[src/rtl/rf_write_arbiter.sv]
// Register-file write-port arbiter: the pipeline writeback has priority, and a one-entry
// buffer parks a long-latency result until a free slot, a WAW squash, or a forced drain.
module rf_write_arbiter #(
    parameter int unsigned MAX_WAIT = 4,
    parameter int unsigned WAIT_W   = 3
) (
    input  logic        clk,
    input  logic        rst,
    input  logic        wb_en,
    input  logic [2:0]  wb_addr,
    input  logic [15:0] wb_data,
    input  logic        lu_valid,
    input  logic [2:0]  lu_addr,
    input  logic [15:0] lu_data,
    output logic        lu_ready,
    output logic        rf_we,
    output logic [2:0]  rf_waddr,
    output logic [15:0] rf_wdata,
    output logic        stall_wb,
    output logic        pend_valid,
    output logic [2:0]  pend_addr
);

    localparam int unsigned AW = 3;
    localparam int unsigned DW = 16;
    localparam logic [WAIT_W-1:0] WAIT_LAST = WAIT_W'(MAX_WAIT - 1);

    typedef enum logic [1:0] {
        S_IDLE  = 2'd0,
        S_PEND  = 2'd1,
        S_FORCE = 2'd2
    } state_e;

    state_e            state_q, state_d;
    logic [AW-1:0]     buf_addr_q, buf_addr_d;
    logic [DW-1:0]     buf_data_q, buf_data_d;
    logic [WAIT_W-1:0] wait_q, wait_d;

    // Next-state and write-port steering; every output is held at zero while rst is high.
    always_comb begin
        state_d    = state_q;
        buf_addr_d = buf_addr_q;
        buf_data_d = buf_data_q;
        wait_d     = wait_q;
        lu_ready   = 1'b0;
        rf_we      = 1'b0;
        rf_waddr   = '0;
        rf_wdata   = '0;
        stall_wb   = 1'b0;
        pend_valid = 1'b0;
        pend_addr  = '0;

        if (!rst) begin
            unique case (state_q)
                S_IDLE: begin
                    lu_ready = 1'b1;
                    if (wb_en) begin
                        rf_we    = 1'b1;
                        rf_waddr = wb_addr;
                        rf_wdata = wb_data;
                    end
                    // Accepted results are only written from a later cycle (no bypass).
                    if (lu_valid) begin
                        buf_addr_d = lu_addr;
                        buf_data_d = lu_data;
                        wait_d     = '0;
                        state_d    = S_PEND;
                    end
                end
                S_PEND: begin
                    pend_valid = 1'b1;
                    pend_addr  = buf_addr_q;
                    rf_we      = 1'b1;
                    if (!wb_en) begin
                        rf_waddr = buf_addr_q;
                        rf_wdata = buf_data_q;
                        state_d  = S_IDLE;
                    end else begin
                        rf_waddr = wb_addr;
                        rf_wdata = wb_data;
                        // A younger pipeline write to the same register makes the buffer dead.
                        if (wb_addr == buf_addr_q) begin
                            state_d = S_IDLE;
                        end else if (wait_q == WAIT_LAST) begin
                            state_d = S_FORCE;
                        end else begin
                            wait_d = wait_q + WAIT_W'(1);
                        end
                    end
                end
                S_FORCE: begin
                    stall_wb   = 1'b1;
                    pend_valid = 1'b1;
                    pend_addr  = buf_addr_q;
                    rf_we      = 1'b1;
                    rf_waddr   = buf_addr_q;
                    rf_wdata   = buf_data_q;
                    state_d    = S_IDLE;
                end
                default: begin
                    state_d = S_IDLE;
                end
            endcase
        end
    end

    always_ff @(posedge clk) begin
        if (rst) begin
            state_q    <= S_IDLE;
            buf_addr_q <= '0;
            buf_data_q <= '0;
            wait_q     <= '0;
        end else begin
            state_q    <= state_d;
            buf_addr_q <= buf_addr_d;
            buf_data_q <= buf_data_d;
            wait_q     <= wait_d;
        end
    end

endmodule

[config.mk]
export PLATFORM = sky130hd
export DESIGN_NAME = rf_write_arbiter
export DESIGN_NICKNAME = d
export VERILOG_FILES = /design/src/rtl/rf_write_arbiter.sv
export SDC_FILE = /design/constraint.sdc
export NUM_CORES = 1
export LEC_CHECK = 0
export ABC_AREA = 1
export BUFFER_PORTS_ARGS = -buffer_cell sky130_fd_sc_hd__buf_2
export CAP_MARGIN = 20
export CORE_MARGIN = 2
export CORE_UTILIZATION = 48
export CTS_BUF_LIST = sky130_fd_sc_hd__clkbuf_8
export DETAILED_ROUTE_END_ITERATION = 10
export PLACE_DENSITY = 0.82
export SYNTH_ARGS = -nofsm -noshare
export SYNTH_HDL_FRONTEND = slang
export SYNTH_SLANG_ARGS = --single-unit
[constraint.sdc]
create_clock -name clk -period 2.01 [get_ports clk]
set_clock_uncertainty 0.05 [all_clocks]
set_input_delay 0.3015 -clock clk [delete_from_list [all_inputs] [get_ports clk]]
set_output_delay 0.3015 -clock clk [all_outputs]
set_load 0.01 [all_outputs]
==> metrics.txt <==
fin cells=310; Post-synth EDFFs=0; M3 GR Usage=2.62%; DRT antenna net count=0; Final Hold Fails=0; Startpoint Class=flip-flop; share of layout cells above drive strength 1=43.7%; Tcrit/Tclk final=101%; DRC=0; Compound-Gate Fraction of Synth Area=24.6%; final wirelength=4300 um; mapped cell area=1460 um^2; synthesis-stage register bit count=24; Synth area leader=dfxtp_1; Post-Syn Area per Cell=7.25 um^2; vias per cell=5.27; Max Slew Vio Count=0; CTS Sinks=24; post-synth top area share=32.8%; area of the multi-input gates=887 um^2; Max Freq=490 MHz; Total GRT Usage=21.7%; CTS tree=done; crit path kind=flip-flop to primary output; post-synth cell types=23; largest family of logic cells by synthesized area=simple AND/OR/NAND/NOR gates; Post-layout nets=326; HPWL Detailed=2560 um; CTS clk-pin slew, worst paths=0.09 ns; area delta synth->final=42.7%; Row Count=20; Critical R2R Launch=state_q[1]; initial core utilization=49.2%; total gr overflow=0; pwr dens=647 nW/um^2; Leak=0.00103 uW; Adder-Cell Fraction of Synth Area=5.13%; routing usage on met2=38.1%; Post-Syn Nets=250; initial antenna violation count=0; crit path launch=state_q[1]; first-pass GRT wire length=5870 um; Arr. time, crit path=1.69 ns; clk buf depth=2; CP Data Required Time=1.66 ns; GRT busiest layer=met2; critical path endpoint category=primary output; Post-synth ARST share=0%; full die area=3510 um^2; # setup viols final=12; DR pass1 iterations=4; failing checks=setup timing; Die Y=59.2 um; largest net degree at the start of global routing=23; unrepaired setup endpoints after global routing=yes; DIE WIDTH=59.2 um; Synth top cells by count=nor2_1 (53), dfxtp_1 (24), nand2_1 (22); mux share of post-synthesis cell area=0%; clock tree root buffer cell=clkbuf_8; slew margin rel.=61.9%; top post-synthesis cells by area=dfxtp_1 (33%), nor2_1 (14%), a22oi_2 (8.5%); Warnings, synthesis=0; initial DRC count=51; wire per inst=13.9 um; Syn Inst Count=202; number of CTS-inserted buffers=3; M1 GR Usage=27.5%; Core ar.=2980 um^2; I/O pin cnt=68; Hold Crit Class=input pin to flip-flop; filler instances=236; top_reg_cell synth=dfxtp_1; clk_lat worst skew=0.26 ns; FF+latch area=488 um^2; xor and xnor area share after synthesis=0.598%; Max IR drop VDD=0.505 mV; vias in the first global route=1387; Max Fanout on Critical Path=5; Worst Tran Pin Value=0.572 ns; max cap viols=0; HP Start=lu_addr[1]; vias=1633; CTS H-Tree Depth=1; Post-CTS Hold Fix Bufs=0; Routability Congestion=0.795; placed cells=296; Setup WS pre-CTS=-0.00329 ns; status=finished with violations; simple-gate area share of the yosys netlist=26.8%; post-synthesis sequential area ratio=32.8%; Period minus WS final=2.04 ns; count leader, synth=nor2_1; antenna fix cells=0; port bufs=67; final worst setup slack=-0.0289 ns
==> area by class of cell <==
type                    instances  share of cell area [%]
multi-input cells             148                    42.5
clock inverters                 1                    1.44
flip-flops and latches         24                    23.4
repair buffers                 80                    24.8
inverters                      21                    4.01
well taps                      33                    1.98
clock buffers                   3                    1.98
==> cells by family (layout without fill, tap and decap cells) <==
family	count (synthesis)	after routing
flip-flops	24	24
AND/OR/NAND/NOR	93	93
AO/OA/AOI/OAI	48	48
XOR/XNOR	1	1
buffers and inverters	30	105
adder cells (fa/ha/maj)	6	6
==> cell usage in the layout, fill, tap and decap left out, drive strengths merged <==
| master | synthesis | layout |
|---|---|---|
| nand3 | 3 | 3 |
| xnor2 | 1 | 1 |
| ha | 6 | 6 |
| o21ai | 21 | 21 |
| bufinv | 0 | 1 |
| inv | 19 | 19 |
| nor2 | 64 | 64 |
| a21oi | 8 | 8 |
| a22oi | 19 | 19 |
| nor3 | 2 | 2 |
| clkinv | 2 | 2 |
| nand4 | 2 | 2 |
| dfxtp | 24 | 24 |
| buf | 5 | 77 |
| nand2 | 22 | 22 |
| clkbuf | 4 | 6 |
==> sequential cells by signal, indices dropped and copies added (netlist names) <==
signal      cells
buf_addr_q      3
state_q         2
wait_q          3
buf_data_q     16
==> per-stage QoR <==
stage          area [um^2]  util [%]  hold WS [ns]  total power (uW)  setup TNS [ns]
6_report              2090      70.2         0.235              1350          -0.181
5_1_grt               2090      70.2         0.241              1410          -0.951
4_1_cts               1920      64.3         0.238              1300               0
3_5_place_dp          1800      60.3         0.424               870        -0.00329
3_3_place_gp          1800      60.3         0.415               862               0
2_1_floorplan         1460         -         0.406               769               0
==> per-layer routing <==
layer,vias up,share of wire [%],wire (um)
met4,0,1.2,53
met5,-,0,0
met3,6,7.3,313
li1,812,-,-
met2,81,50,2160
met1,734,41,1770
==> critical path: stages (launching register included) <==
cell       delay, ns
dfxtp_4         0.37
inv_4           0.08
ha_4            0.15
inv_4           0.05
o21ai_4         0.28
clkbuf_16       0.22
a22oi_1         0.08
nor2_1          0.08
buf_2           0.13
==> final timing paths <==
check / slack (ns) / cells past startpoint / to
setup / recovery: -0.03 / 8 / rf_wdata[3]
hold / removal: 0.24 / 3 / buf_addr_q[1]
setup reg to reg: 0.37 / 9 / wait_q[0]
hold reg to reg: 0.44 / 2 / buf_data_q[3]
==> what timing repair did <==
action / CTS / global route
setup buffers: 3 / 3
gates resized for setup: 2 / 18
cloned: 0 / 4
pin swaps: 2 / 3
endpoints found under the setup margin: 19 / 19
endpoints found under the hold margin: 0 / 0
==> where the power goes <==
group / internal, uW / leakage [uW] / switching [uW] / total, uW
logic: 172 / 0.000790 / 212 / 385
clock network: 266 / 0.0000357 / 155 / 421
registers: 517 / 0.000200 / 29.9 / 547
No activity file was read; power rests on OpenSTA's default activity.
